--- config.mk ---
export PLATFORM = sky130hd
export DESIGN_NAME = ifu_wide_fetch
export DESIGN_NICKNAME = d
export VERILOG_FILES = /design/src/rtl/ifu_pkg.sv /design/src/rtl/ifu_fetch_queue.sv /design/src/rtl/ifu_wide_fetch.sv
export SDC_FILE = /design/constraint.sdc
export NUM_CORES = 1
export LEC_CHECK = 0
export ABC_CLOCK_PERIOD_IN_PS = 5900
export CAP_MARGIN = 25
export CORE_MARGIN = 5
export CORE_UTILIZATION = 53
export CTS_BUF_LIST = sky130_fd_sc_hd__clkbuf_16
export DETAILED_ROUTE_END_ITERATION = 7
export PLACE_DENSITY = 0.8
export SYNTH_ARGS = -nofsm -noshare
export SYNTH_HDL_FRONTEND = slang
export SYNTH_SLANG_ARGS = --single-unit
--- constraint.sdc ---
create_clock -name clk -period 5.9 [get_ports clk]
set_input_delay 0.59 -clock clk [delete_from_list [all_inputs] [get_ports clk]]
set_output_delay 0.59 -clock clk [all_outputs]
set_load 0.05 [all_outputs]
--- src/rtl/ifu_pkg.sv ---
// Shared types and helpers for the wide instruction fetch unit.
//   ifu_state_e : fetch FSM states (RUN issues, WAIT holds one request, HALT parks)
//   redirect_e  : winning redirect cause for the current cycle
//   line_bytes  : bytes per fetch line for a given fetch width
//   lane_offset : index of the first lane a PC points into within its line
package ifu_pkg;

  typedef enum logic [1:0] {
    ST_RUN  = 2'd0,
    ST_WAIT = 2'd1,
    ST_HALT = 2'd2
  } ifu_state_e;

  typedef enum logic [1:0] {
    RD_NONE = 2'd0,
    RD_BPU  = 2'd1,
    RD_BRU  = 2'd2,
    RD_EXC  = 2'd3
  } redirect_e;

  localparam int INST_BYTES = 4;

  function automatic int line_bytes(input int fetch_width);
    return fetch_width * INST_BYTES;
  endfunction

  // Lane index selected by pc inside its line; fetch_width is a power of two.
  function automatic int lane_offset(input logic [31:0] pc_low, input int fetch_width);
    return int'((pc_low >> 2) & 32'(fetch_width - 1));
  endfunction

endpackage

--- src/rtl/ifu_fetch_queue.sv ---
// Fetch-line FIFO.
//   clk, rst        : clock, asynchronous active-low reset
//   push, push_data : write one entry {base, data, mask} at the tail
//   pop             : remove the head entry (ignored when empty)
//   flush           : empty the queue; takes priority over push and pop
//   head_data       : entry at the head (meaningless when empty)
//   empty, count    : occupancy status
module ifu_fetch_queue #(
  parameter int DEPTH = 4,
  parameter int WIDTH = 8,
  localparam int PTR_W = (DEPTH > 1) ? $clog2(DEPTH) : 1
) (
  input  logic             clk,
  input  logic             rst,
  input  logic             push,
  input  logic [WIDTH-1:0] push_data,
  input  logic             pop,
  input  logic             flush,
  output logic [WIDTH-1:0] head_data,
  output logic             empty,
  output logic [PTR_W:0]   count
);

  localparam logic [PTR_W:0] CNT_FULL = (PTR_W + 1)'(DEPTH);

  logic [WIDTH-1:0] mem [DEPTH];
  logic [PTR_W-1:0] wr_ptr, rd_ptr;
  logic [PTR_W:0]   cnt;
  logic             do_push, do_pop;

  function automatic logic [PTR_W-1:0] ptr_inc(input logic [PTR_W-1:0] p);
    return (p == PTR_W'(DEPTH - 1)) ? '0 : p + 1'b1;
  endfunction

  assign empty     = (cnt == '0);
  assign count     = cnt;
  assign do_push   = push && (cnt != CNT_FULL);
  assign do_pop    = pop && !empty;
  assign head_data = mem[rd_ptr];

  always_ff @(posedge clk or negedge rst) begin
    if (!rst) begin
      wr_ptr <= '0;
      rd_ptr <= '0;
      cnt    <= '0;
    end else if (flush) begin
      wr_ptr <= '0;
      rd_ptr <= '0;
      cnt    <= '0;
    end else begin
      if (do_push) wr_ptr <= ptr_inc(wr_ptr);
      if (do_pop)  rd_ptr <= ptr_inc(rd_ptr);
      case ({do_push, do_pop})
        2'b10:   cnt <= cnt + 1'b1;
        2'b01:   cnt <= cnt - 1'b1;
        default: ;
      endcase
    end
  end

  always_ff @(posedge clk) begin
    if (do_push && !flush) mem[wr_ptr] <= push_data;
  end

endmodule

--- src/rtl/ifu_wide_fetch.sv ---
// Wide instruction fetch unit: issues line-aligned I-cache requests, masks
// lanes ahead of a mid-line target, buffers lines, and drops stale responses
// after redirects using an epoch bit.
//   bpu_*/bru_*/exception_* : redirects, priority exception > bru > bpu
//   interrupt_stall_i       : blocks new requests (outstanding one completes)
//   icache_req_*/icache_addr_o, icache_rsp_* : line request / response
//   inst_valid_o/inst_data_o/inst_pc_o, instr_queue_ready_i : queue head
//   ifu_stall_o, ifu_flush_o, misaligned_* : status
//   fsm_state_o             : current fetch FSM state (ifu_state_e encoding)
//
// Request channel: a request transfers on every rising edge where
// icache_req_valid_o and icache_req_ready_i are both high; icache_addr_o is
// stable while valid is high and ready is low. The response returns as a
// one-cycle icache_rsp_valid_i pulse and is accepted unconditionally.
module ifu_wide_fetch
  import ifu_pkg::*;
#(
  parameter int ADDR_WIDTH  = 64,
  parameter int INST_WIDTH  = 32,
  parameter int FETCH_WIDTH = 2,
  parameter int QUEUE_DEPTH = 4,
  parameter logic [ADDR_WIDTH-1:0] RESET_PC = '0
) (
  input  logic                              clk,
  input  logic                              rst,
  input  logic                              bpu_taken_i,
  input  logic [ADDR_WIDTH-1:0]             bpu_addr_i,
  input  logic                              bru_miss_i,
  input  logic [ADDR_WIDTH-1:0]             bru_addr_i,
  input  logic                              exception_flush_i,
  input  logic [ADDR_WIDTH-1:0]             exception_addr_i,
  input  logic                              interrupt_stall_i,
  output logic                              icache_req_valid_o,
  input  logic                              icache_req_ready_i,
  output logic [ADDR_WIDTH-1:0]             icache_addr_o,
  input  logic                              icache_rsp_valid_i,
  input  logic [FETCH_WIDTH*INST_WIDTH-1:0] icache_rsp_data_i,
  output logic [FETCH_WIDTH-1:0]            inst_valid_o,
  output logic [FETCH_WIDTH*INST_WIDTH-1:0] inst_data_o,
  output logic [ADDR_WIDTH-1:0]             inst_pc_o,
  input  logic                              instr_queue_ready_i,
  output logic                              ifu_stall_o,
  output logic                              ifu_flush_o,
  output logic                              misaligned_exception_o,
  output logic [ADDR_WIDTH-1:0]             misaligned_addr_o,
  output logic [1:0]                        fsm_state_o
);

  localparam int LINE_B  = line_bytes(FETCH_WIDTH);
  localparam int DATA_W  = FETCH_WIDTH * INST_WIDTH;
  localparam int ENTRY_W = ADDR_WIDTH + DATA_W + FETCH_WIDTH;
  localparam int CNT_W   = ((QUEUE_DEPTH > 1) ? $clog2(QUEUE_DEPTH) : 1) + 1;
  localparam logic [ADDR_WIDTH-1:0] LINE_MASK = ~(ADDR_WIDTH'(LINE_B - 1));
  localparam logic [CNT_W:0]        DEPTH_C   = (CNT_W + 1)'(QUEUE_DEPTH);

  ifu_state_e              state, state_n;
  redirect_e               cause;
  logic [ADDR_WIDTH-1:0]   pc, target, line_base;
  logic                    epoch, outstanding;
  logic [ADDR_WIDTH-1:0]   req_base;
  logic [FETCH_WIDTH-1:0]  req_mask, cur_mask;
  logic                    req_epoch;
  logic                    flush_q, mis_q;
  logic [ADDR_WIDTH-1:0]   mis_addr_q;
  logic                    redirect, tgt_misaligned, clear_q;
  logic                    credit_ok, hs, rsp_accept, push, pop;
  logic [CNT_W-1:0]        q_count;
  logic [CNT_W:0]          credits_used;
  logic                    q_empty;
  logic [ENTRY_W-1:0]      head;
  logic [FETCH_WIDTH-1:0]  head_mask;
  int                      off;

  // Redirect arbitration. While halted only a trap redirect is honoured.
  always_comb begin
    cause  = RD_NONE;
    target = '0;
    if (exception_flush_i) begin
      cause  = RD_EXC;
      target = exception_addr_i;
    end else if (state != ST_HALT && bru_miss_i) begin
      cause  = RD_BRU;
      target = bru_addr_i;
    end else if (state != ST_HALT && bpu_taken_i) begin
      cause  = RD_BPU;
      target = bpu_addr_i;
    end
  end

  assign redirect       = (cause != RD_NONE);
  assign tgt_misaligned = redirect && (target[1:0] != 2'b00);
  assign clear_q        = (cause == RD_EXC) || (cause == RD_BRU);

  assign line_base     = pc & LINE_MASK;
  assign icache_addr_o = line_base;

  // A request reserves a queue slot, so count + outstanding bounds occupancy.
  assign credits_used = {1'b0, q_count} + {{CNT_W{1'b0}}, outstanding};
  assign credit_ok    = credits_used < DEPTH_C;

  // Gated by rst so the request stays low while reset is held.
  assign icache_req_valid_o = rst && (state == ST_RUN) && !redirect &&
                              !interrupt_stall_i && credit_ok;
  assign hs = icache_req_valid_o && icache_req_ready_i;

  always_comb begin
    cur_mask = '0;
    off      = lane_offset(32'(pc), FETCH_WIDTH);
    for (int k = 0; k < FETCH_WIDTH; k++) cur_mask[k] = (k >= off);
  end

  // A response is only meaningful while a request is outstanding; it is kept
  // only if no redirect arrives with it and its epoch is still current.
  assign rsp_accept = outstanding && icache_rsp_valid_i;
  assign push       = rsp_accept && (state == ST_WAIT) && !redirect &&
                      (req_epoch == epoch);
  assign pop        = instr_queue_ready_i && (|inst_valid_o);

  always_comb begin
    state_n = state;
    case (state)
      ST_RUN:  if (hs) state_n = ST_WAIT;
      ST_WAIT: if (rsp_accept) state_n = ST_RUN;
      ST_HALT: state_n = ST_HALT;
      default: state_n = ST_RUN;
    endcase
    // A redirect with a request still in flight waits in WAIT to drain it.
    if (redirect) begin
      if (tgt_misaligned)                          state_n = ST_HALT;
      else if (outstanding && !icache_rsp_valid_i) state_n = ST_WAIT;
      else                                         state_n = ST_RUN;
    end
  end

  always_ff @(posedge clk or negedge rst) begin
    if (!rst) begin
      state       <= ST_RUN;
      pc          <= RESET_PC;
      epoch       <= 1'b0;
      outstanding <= 1'b0;
      req_base    <= '0;
      req_mask    <= '0;
      req_epoch   <= 1'b0;
      flush_q     <= 1'b0;
      mis_q       <= 1'b0;
      mis_addr_q  <= '0;
    end else begin
      state <= state_n;
      if (redirect) begin
        pc    <= target;
        epoch <= ~epoch;
      end else if (hs) begin
        pc <= line_base + ADDR_WIDTH'(LINE_B);
      end
      if (hs) begin
        outstanding <= 1'b1;
        req_base    <= line_base;
        req_mask    <= cur_mask;
        req_epoch   <= epoch;
      end else if (rsp_accept) begin
        outstanding <= 1'b0;
      end
      flush_q <= clear_q || tgt_misaligned;
      if (tgt_misaligned) begin
        mis_q      <= 1'b1;
        mis_addr_q <= target;
      end else if (cause == RD_EXC) begin
        mis_q <= 1'b0;
      end
    end
  end

  ifu_fetch_queue #(
    .DEPTH (QUEUE_DEPTH),
    .WIDTH (ENTRY_W)
  ) u_queue (
    .clk       (clk),
    .rst       (rst),
    .push      (push),
    .push_data ({req_base, icache_rsp_data_i, req_mask}),
    .pop       (pop),
    .flush     (clear_q),
    .head_data (head),
    .empty     (q_empty),
    .count     (q_count)
  );

  assign head_mask    = head[FETCH_WIDTH-1:0];
  assign inst_valid_o = q_empty ? '0 : head_mask;
  assign inst_data_o  = q_empty ? '0 : head[FETCH_WIDTH +: DATA_W];
  assign inst_pc_o    = q_empty ? '0 : head[FETCH_WIDTH + DATA_W +: ADDR_WIDTH];

  assign ifu_stall_o = interrupt_stall_i || (state == ST_WAIT) || !credit_ok ||
                       (state == ST_HALT);
  assign ifu_flush_o            = flush_q;
  assign misaligned_exception_o = mis_q;
  assign misaligned_addr_o      = mis_addr_q;
  assign fsm_state_o            = state;

endmodule

; After elaboration in Yosys (flattened, before gate mapping)
; Memories as Yosys holds them, arrays and structs flattened.
; Cells that the tools add are included.
[op_classes]
addsub = 6
n_lt_le_gt_ge = 3
n_eq_ne = 13
muxes = 31
bitwise_logic = 1
reduce_logical = 40
[op_table]
columns = op, n
row1 = 2-to-1 mux 64 bit, 7
row2 = adder 64 x 4 -> 64 bit (second input constant), 1
row3 = 2-to-1 mux 2 bit, 13
row4 = logical AND 1 bit, 17
row5 = nonzero test 2 bit, 7
row6 = equality test 2 bit (second input constant), 6
row7 = inequality test 3 bit (second input constant), 3
row8 = 2-to-1 mux 1 bit, 8
row9 = logical NOT 1 bit, 6
row10 = case mux 2 bit (3 select lines), 1
row11 = case mux 3 bit (2 select lines), 1
row12 = logical OR 1 bit, 5
row13 = adder 2 x 1 -> 2 bit (second input constant), 2
row14 = adder 3 x 1 -> 4 bit, 1
row15 = equality test 2 x 1 -> 1 bit (second input constant), 2
row16 = < comparator 4 x 3 -> 1 bit (second input constant), 1
row17 = adder 3 x 1 -> 3 bit (second input constant), 1
row18 = logical NOT 3 bit, 1
row19 = 2-to-1 mux 3 bit, 1
row20 = nonzero test 3 bit, 1
row21 = subtractor 3 x 1 -> 3 bit (second input constant), 1
row22 = greater-or-equal comparator 1 bit (first input constant), 2
row23 = logical NOT 2 bit, 1
row24 = inequality test 2 bit (second input constant), 1
row25 = 4 further kinds, 4
[word_totals]
ff_bits = 205
mem_bits_rw = 508
in_bits = 265
wordCells = 108
mem_count = 1
[memory_table]
columns = memory, depth, word_bits, rd, rd_ports_with_merged_regs, wr, line
row1 = u_queue.mem, 4, 127, 1, 0, 1, ifu_fetch_queue.sv:26  ; logic [WIDTH-1:0] mem [DEPTH];

; Logic depth before layout (Yosys ltp)
; Gate-level depths: netlist of run 1.
[logic_depth]
ltp_word = 14
mapped_depth = 10

; By module
; A second synthesis of run 1 with hierarchy kept.
[unflattened]
cells_unflattened = 2072
area_unflattened_um2 = 30960.9
[modules_own_cells]
columns = module, n_inst, cells_each, area_each_um2, seq_area_each_um2
row1 = ifu_fetch_queue, 1, 745, 19317.3, 15790.1
row2 = ifu_wide_fetch, 1, 1327, 11643.7, 4904.7

; Least setup slack after synthesis of run 1
; No wires, ideal clock.
[synth_timing]
kind = input port to flip-flop
from = in bru_miss_i
to = mem u_queue.mem[0][0] (netlist bit), enable pin
setup_time_ps = 502
arrival_ps = 4464
slack_ps = 934
stages = 5
n_path_buf = 1
path_cell_list = clkbuf_1 nor3_1 nand3_1 nor2_1 and2_1
[synth_via]
elab_chain_cells = 11
elab_cells_between_ends = 15
[synth_lines]
columns = item, line
row1 = from (decl), ifu_wide_fetch.sv:28  ; input logic bru_miss_i,
row2 = logical AND 1 bit (*), ifu_wide_fetch.sv:81  ; end else if (state != ST_HALT && bru_miss_i) begin
row3 = 2-to-1 mux 2 bit (*), ifu_wide_fetch.sv:81
row4 = 2-to-1 mux 2 bit (*), ifu_wide_fetch.sv:78  ; if (exception_flush_i) begin
row5 = nonzero test 2 bit, ifu_wide_fetch.sv:90  ; assign redirect = (cause != RD_NONE);
row6 = logical NOT 1 bit, ifu_wide_fetch.sv:115  ; assign push = rsp_accept && (state == ST_WAIT) && !redirect &&
row7 = logical AND 1 bit (2 in a row), ifu_wide_fetch.sv:115
row8 = logical AND 1 bit, ifu_fetch_queue.sv:37  ; assign do_push = push && (cnt != CNT_FULL);
row9 = logical AND 1 bit (*), ifu_fetch_queue.sv:62  ; if (do_push && !flush) mem[wr_ptr] <= push_data;
row10 = 2-to-1 mux 1 bit (*), ifu_fetch_queue.sv:62
row11 = 2-to-1 mux 1 bit (not written as such) (*), ifu_fetch_queue.sv:62
row12 = to (decl), ifu_fetch_queue.sv:26
; Mark *: on every way between the ends. The rest lies on a longest branch, timed or not.

; Worst setup path after layout of run 1
[layout_timing]
from = reg u_queue.rd_ptr[0]
to = out inst_data_o[42]
[layout_via]
elab_chain_cells = 2
[layout_lines]
columns = item, line
row1 = from (decl), ifu_fetch_queue.sv:27  ; logic [PTR_W-1:0] wr_ptr, rd_ptr;
row2 = from (signal assigned), ifu_fetch_queue.sv:52  ; if (do_pop) rd_ptr <= ptr_inc(rd_ptr);
row3 = memory read (4 x 127 bit), -
row4 = 2-to-1 mux 64 bit, ifu_wide_fetch.sv:190  ; assign inst_data_o = q_empty ? '0 : head[FETCH_WIDTH +: DATA_W];
row5 = to (decl), ifu_wide_fetch.sv:39  ; output logic [FETCH_WIDTH*INST_WIDTH-1:0] inst_data_o,
; No other way between the ends.

==> impl_metrics.json, run 1 <==
{
  "grt_first_pass_wirelength_um": 131000,
  "die_area_um2": 62200,
  "max_freq_mhz": 237,
  "avgSynthCellArea_um2": 14.8,
  "seqCellArea_um2": 20300,
  "finalSetupViolations": 0,
  "ir_worst_vdd_v": 0.000219,
  "p_leak_uw": 0.0136,
  "power_switching_uw": 3030,
  "fin_skew_ns": 0.0260,
  "multi_input_area_um2": 8980,
  "dp.cells": 3169,
  "drt_iter0_markers": 2037,
  "vias": 19800,
  "cp.arrival_ns": 3.64,
  "layout_common_cells": "520 x clkdlybuf4s50_1, 508 x edfxtp_1, 236 x nand2_1",
  "ys_seq_elements": 711,
  "synth_cell_types": 66,
  "power.density_nw_per_um2": 307,
  "clock_sinks": 711,
  "nets": 2759,
  "synth_adder_area_share_pct": 0.313,
  "via_per_inst": 6.01,
  "io_buffers": 522,
  "hpwl_um": 60400,
  "fp.dieW_um": 249,
  "cts_tree": "built",
  "mostFrequentLayoutCell": "clkdlybuf4s50_1",
  "post_cts_buffers": 0,
  "worstPathRequired_ns": 5.31,
  "grt_antenna_before_repair": 2,
  "overflow": 0,
  "synth_mux_area_share_pct": 12.1,
  "layout-drive-gt1-share_pct": 13.8,
  "synth_compound_area_share_pct": 6.00,
  "maxCapViolCount": 0,
  "status": "finished, final reports clean",
  "p_int_uw": 8730,
  "synth-async-reset-ratio_pct": 28.6,
  "grt_max_degree": 119,
  "wire_per_inst_um": 26.7,
  "n_fill_cell": 3846,
  "ys_seq_area_share_pct": 66.9,
  "cts_resized": 0,
  "clockBufferDepth": 3,
  "gp_congestion": 0.906,
  "start_util_pct": 53.7,
  "synth_edf_count": 508,
  "dr.pass1.iters": 6,
  "synth_flop_cell": "edfxtp_1",
  "rsz0062_at_grt": "false",
  "cts-root-buf": "clkbuf_16",
  "crit_type": "flop to output pin",
  "fin_cells": 3299,
  "area_growth_pct": 26.2,
  "synth_simple_gate_area_share_pct": 10.6,
  "h-tree-depth": 3,
  "grt_pass1_vias": 20200,
  "die_y_um": 249,
  "core_area_um2": 56600,
  "p_clk_share_pct": 38.5,
  "cts-buffers-inserted": 70,
  "syn-instance-count": 2048,
  "antenna_left": 0,
  "critPathCaptureType": "output pin",
  "grtUsageTotal_pct": 27.8,
  "cp_max_fo": 42,
  "clkTransAtPathRegs_ns": 0.06,
  "ctsHoldBuffers": 1,
  "fp-row-count": 87,
  "p_comb_share_pct": 12.1,
  "max_slew_margin_pct": 23.8,
  "synth_xor_area_share_pct": 0.288,
  "period_share_pct": 71.6,
  "slew_violations": 0,
  "worstSkewPairLatency_ns": 0.60,
  "io_pins": 529,
  "setup.worst_path.start_class": "flop",
  "syn_area_um2": 30400,
  "synth_top_family_by_area": "multiplexers",
  "period_minus_slack_ns": 4.23,
  "finalHoldViolCount": 0,
  "wl_um": 88200,
  "hold_class": "flop to flop",
  "fin_tns_setup_ns": 0,
  "pwr-share-seq_pct": 49.5,
  "swShare_pct": 25.8,
  "synth_warnings": 0,
  "tightest_slew_ns": 1.13,
  "drc": 0
}
[sequential cells by signal (all words and copies together) (netlist names)]
signal and cells:
u_queue.count 3, misaligned_exception_o 1, outstanding 1, req_base 61, ifu_flush_o 1, req_epoch 1, u_queue.rd_ptr 2, u_queue.wr_ptr 2
misaligned_addr_o 64, req_mask 2, epoch 1, pc 62, fsm_state_o 2, u_queue.mem 508
[cells in the mapped netlist (14+ instances only)]
| master | instances | area, µm² |
|---|---|---|
| nor4_1 | 19 | 119 |
| nor2_1 | 35 | 131 |
| a22oi_1 | 35 | 263 |
| mux2_2 | 48 | 541 |
| nor3_1 | 30 | 150 |
| mux4_2 | 127 | 2860 |
| a31oi_1 | 26 | 163 |
| dfrtp_1 | 203 | 5080 |
| a211o_1 | 19 | 166 |
| nor2b_1 | 129 | 807 |
| a21oi_1 | 18 | 90.1 |
| inv_1 | 31 | 116 |
| buf_2 | 32 | 160 |
| buf_4 | 68 | 510 |
| a221o_1 | 19 | 190 |
| a21o_1 | 14 | 105 |
| nand4_1 | 35 | 219 |
| clkbuf_1 | 83 | 312 |
| nand2_1 | 236 | 886 |
| edfxtp_1 | 508 | 15300 |
| mux2i_1 | 27 | 270 |
| o21ai_0 | 89 | 445 |
| nand3_1 | 60 | 300 |
[area by class of cell]
| type | count | area share, % |
|---|---|---|
| Antenna cell | 1 | 0.00652 |
| Clock buffer | 73 | 4.76 |
| Clock inverter | 54 | 1.35 |
| Inverter | 31 | 0.303 |
| Multi-Input combinational cell | 1115 | 23.4 |
| Sequential cell | 711 | 53.0 |
| Tap cell | 756 | 2.47 |
| Timing Repair Buffer | 558 | 14.7 |
[critical path, stage by stage (launching register included)]
cell,delay (ns)
dfrtp_4,0.99
buf_4,0.54
mux4_2,0.60
nor2b_1,0.15
clkdlybuf4s50_1,0.72
[path summary, 6_finish.rpt]
path	startpoint	to	slack, ns	depth (start not counted)
max in group asynchronous	rst	req_base[15]$_DFFE_PN0P_	3.90	3
worst min-delay path	pc[2]$_DFFE_PN0P_	pc[2]$_DFFE_PN0P_	0.48	1
worst max-delay path	u_queue.rd_ptr[0]$_DFFE_PN0P_	inst_data_o[42]	1.67	4
worst min register to register	pc[2]$_DFFE_PN0P_	pc[2]$_DFFE_PN0P_	0.48	1
min in group asynchronous	rst	misaligned_exception_o$_DFFE_PN0P_	0.57	2
worst max register to register	u_queue.rd_ptr[0]$_DFFE_PN0P_	u_queue.count[2]$_DFFE_PN0P_	2.26	8
[power groups by stage]
stage / clock network, µW / registers [µW] / logic (µW)
detailed placement: 0 / 5910 / 1420
global placement: 0 / 5890 / 1400
global route: 4820 / 5840 / 1490
finish: 4520 / 5820 / 1420
floorplan: 0 / 6020 / 638
CTS: 4590 / 5810 / 1430
[layer usage]
metal | vias up | track usage [%] | part of all wire (%)
li1 | 8629 | - | -
met1 | 10000 | 36.4 | 38
met2 | 1016 | 47.2 | 50
met3 | 153 | 6.06 | 8.4
met4 | 2 | 8.72 | 3.0
met5 | - | 0 | 0.015
[through the flow]
stage                     power [µW]  area (µm²)  hold WS, ns  worst slack [ns]  util [%]
final                          11800       38400        0.475              1.67      67.8
after global routing           12100       38400        0.472              1.45      67.8
after CTS                      11800       38300        0.428              1.58      67.7
after detailed placement        7330       36000        0.461              1.82      63.6
after global placement          7300       36000        0.457              1.91      63.6
after floorplan                 6660       30400        0.294             0.934         -
[logic make-up after synthesis]
family | Yosys count
xor+xnor | 10
flops | 711
simple gates | 622
buf+inv | 227
other cells | 1
mux | 202
fa+ha+maj | 7
compound gates | 268
No activity file was read; power rests on OpenSTA's default activity.
==> run 2: changes to the inputs <==
--- a/config.mk
+++ b/config.mk
@@ -5,7 +5,7 @@
 export SDC_FILE = /design/constraint.sdc
 export NUM_CORES = 1
 export LEC_CHECK = 0
-export ABC_CLOCK_PERIOD_IN_PS = 5900
+export ABC_CLOCK_PERIOD_IN_PS = 4200
 export CAP_MARGIN = 25
 export CORE_MARGIN = 5
 export CORE_UTILIZATION = 53
==> constraint.sdc (replaced) <==
create_clock -name clk -period 4.2 [get_ports clk]
set_input_delay 0.42 -clock clk [delete_from_list [all_inputs] [get_ports clk]]
set_output_delay 0.42 -clock clk [all_outputs]
set_load 0.05 [all_outputs]
==> impl_metrics.json, run 2 (synthesis gave the netlist of run 1 again) <==
{
  "status": "finished, final reports clean",
  "grt_pass1_vias": 20500,
  "grt_max_degree": 142,
  "clockBufferDepth": 3,
  "fin_tns_setup_ns": 0,
  "fin_skew_ns": 0.0190,
  "dr.pass1.iters": 7,
  "swShare_pct": 25.7,
  "mostFrequentLayoutCell": "clkdlybuf4s50_1",
  "worstSkewPairLatency_ns": 0.61,
  "finalHoldViolCount": 0,
  "whs_ns": 0.355,
  "drt_iter0_markers": 2209,
  "max_freq_mhz": 262,
  "power_switching_uw": 4310,
  "largest_reg_flops": 508,
  "wire_per_inst_um": 27.1,
  "p_clk_share_pct": 39.1,
  "cp.arrival_ns": 3.40,
  "crit_type": "flop to output pin",
  "cts-buffers-inserted": 71,
  "via_per_inst": 6.05,
  "n_fill_cell": 3807,
  "rrSetupSlack_ns": 1.12,
  "die_area_um2": 62200,
  "layout_common_cells": "520 x clkdlybuf4s50_1, 508 x edfxtp_1, 236 x nand2_1",
  "io_buffers": 522,
  "cp_max_fo": 27,
  "post_cts_buffers": 0,
  "fp.dieW_um": 249,
  "period_minus_slack_ns": 3.82,
  "grt_first_pass_wirelength_um": 132000,
  "h-tree-depth": 3,
  "finalPower_uw": 16700,
  "regMostFlops": "u_queue.mem",
  "p_int_uw": 12400,
  "nets": 2772,
  "power.density_nw_per_um2": 434,
  "io_pins": 529,
  "slew_violations": 0,
  "critPathCaptureType": "output pin",
  "finalSetupViolations": 0,
  "fin_cells": 3318,
  "area_growth_pct": 26.9,
  "antenna_left": 0,
  "period_share_pct": 90.9,
  "hold_class": "input port to flop",
  "max_slew_margin_pct": 26.9,
  "grtUsageTotal_pct": 28.3,
  "clkTransAtPathRegs_ns": 0.06,
  "cts_tree": "built",
  "drc": 0,
  "setup.worst_path.start_class": "flop",
  "fp-row-count": 87,
  "layout-drive-gt1-share_pct": 14.2,
  "pwr-share-seq_pct": 48.8,
  "dp.cells": 3181,
  "start_util_pct": 53.7,
  "gp_congestion": 0.885,
  "rsz0062_at_grt": "false",
  "ir_worst_vdd_v": 0.000295,
  "vias": 20100,
  "clock_sinks": 711,
  "die_y_um": 249,
  "grt_antenna_before_repair": 8,
  "cts-root-buf": "clkbuf_16",
  "core_area_um2": 56600,
  "worstPathRequired_ns": 3.78,
  "p_comb_share_pct": 12.0,
  "p_leak_uw": 0.0137,
  "overflow": 0,
  "maxCapViolCount": 0,
  "post-route-util_pct": 68.2,
  "hpwl_um": 60900,
  "wl_um": 89800,
  "tightest_slew_ns": 1.09
}
## run 2: cell types whose count changed in the layout (fill, tap and decap cells not counted)
| cell | before | now |
|---|---|---|
| clkinv_2 | 12 | 11 |
| bufinv_16 | 9 | 12 |
| inv_1 | 43 | 42 |
| diode_2 | 1 | 4 |
| clkinvlp_4 | 6 | 3 |
| clkinv_4 | 0 | 1 |
| clkbuf_16 | 73 | 72 |
| inv_6 | 1 | 3 |
| buf_12 | 9 | 11 |
| clkinv_1 | 10 | 13 |
| buf_4 | 25 | 36 |
| buf_2 | 1 | 0 |
| clkinv_8 | 3 | 4 |
## run 2: area by class of cell
cell class	count	area (µm²)	share of cell area [%]
sequential	711	20300	52.7
multi-input combinational	1115	8980	23.3
timing repair buffer	570	5750	14.9
clock buffer	72	1800	4.67
tap	756	946	2.45
clock inverter	59	632	1.64
inverter	31	116	0.302
antenna	4	10.0	0.0259
## run 2: path summary, 6_finish.rpt
| kind | from | end | cells past startpoint |
|---|---|---|---|
| worst max-delay path | u_queue.rd_ptr[0]$_DFFE_PN0P_ | inst_data_o[36] | 4 |
| worst min-delay path | exception_flush_i | misaligned_exception_o$_DFFE_PN0P_ | 2 |
| worst max register to register | u_queue.rd_ptr[0]$_DFFE_PN0P_ | u_queue.count[2]$_DFFE_PN0P_ | 7 |
| worst min register to register | pc[2]$_DFFE_PN0P_ | req_mask[0]$_DFFE_PN0P_ | 1 |
| max in group asynchronous | rst | req_base[33]$_DFFE_PN0P_ | 3 |
| min in group asynchronous | rst | pc[57]$_DFFE_PN0P_ | 2 |
## run 2: what timing repair did
item,CTS,global route
endpoints found under the hold margin,62,0
hold buffers,1,0
setup endpoints to repair,0,0
resized for setup,0,0
## run 2: metal layers
metal	vias to the layer above	wire length, µm	global-route usage [%]	share of wire [%]
met5	-	8	0	0.0089
met4	2	3930	12.1	4.4
met3	177	8340	6.36	9.3
met2	1144	44000	46.4	49
met1	10100	33500	36.9	37
li1	8661	-	-	-
## run 2: per-stage QoR
step / cell area, µm² / setup WS (ns)
2_1_floorplan: 30400 / 0.729
3_3_place_gp: 36100 / 0.859
3_5_place_dp: 36100 / 0.793
4_1_cts: 38500 / 0.292
5_1_grt: 38600 / 0.180
6_report: 38600 / 0.381
## run 2: worst max-delay path, stage by stage (launching register included)
cell             delay [ns]
dfrtp_4                0.84
buf_4                  0.46
mux4_2                 0.56
nor2b_1                0.15
clkdlybuf4s50_1        0.75
## run 2: power by group through the flow
stage | logic, µW | clock network, µW | registers (µW)
after global routing | 2110 | 6970 | 8200
after global placement | 1990 | 0 | 8290
final | 2020 | 6560 | 8180
after CTS | 2020 | 6650 | 8170
after detailed placement | 2010 | 0 | 8310
after floorplan | 897 | 0 | 8460
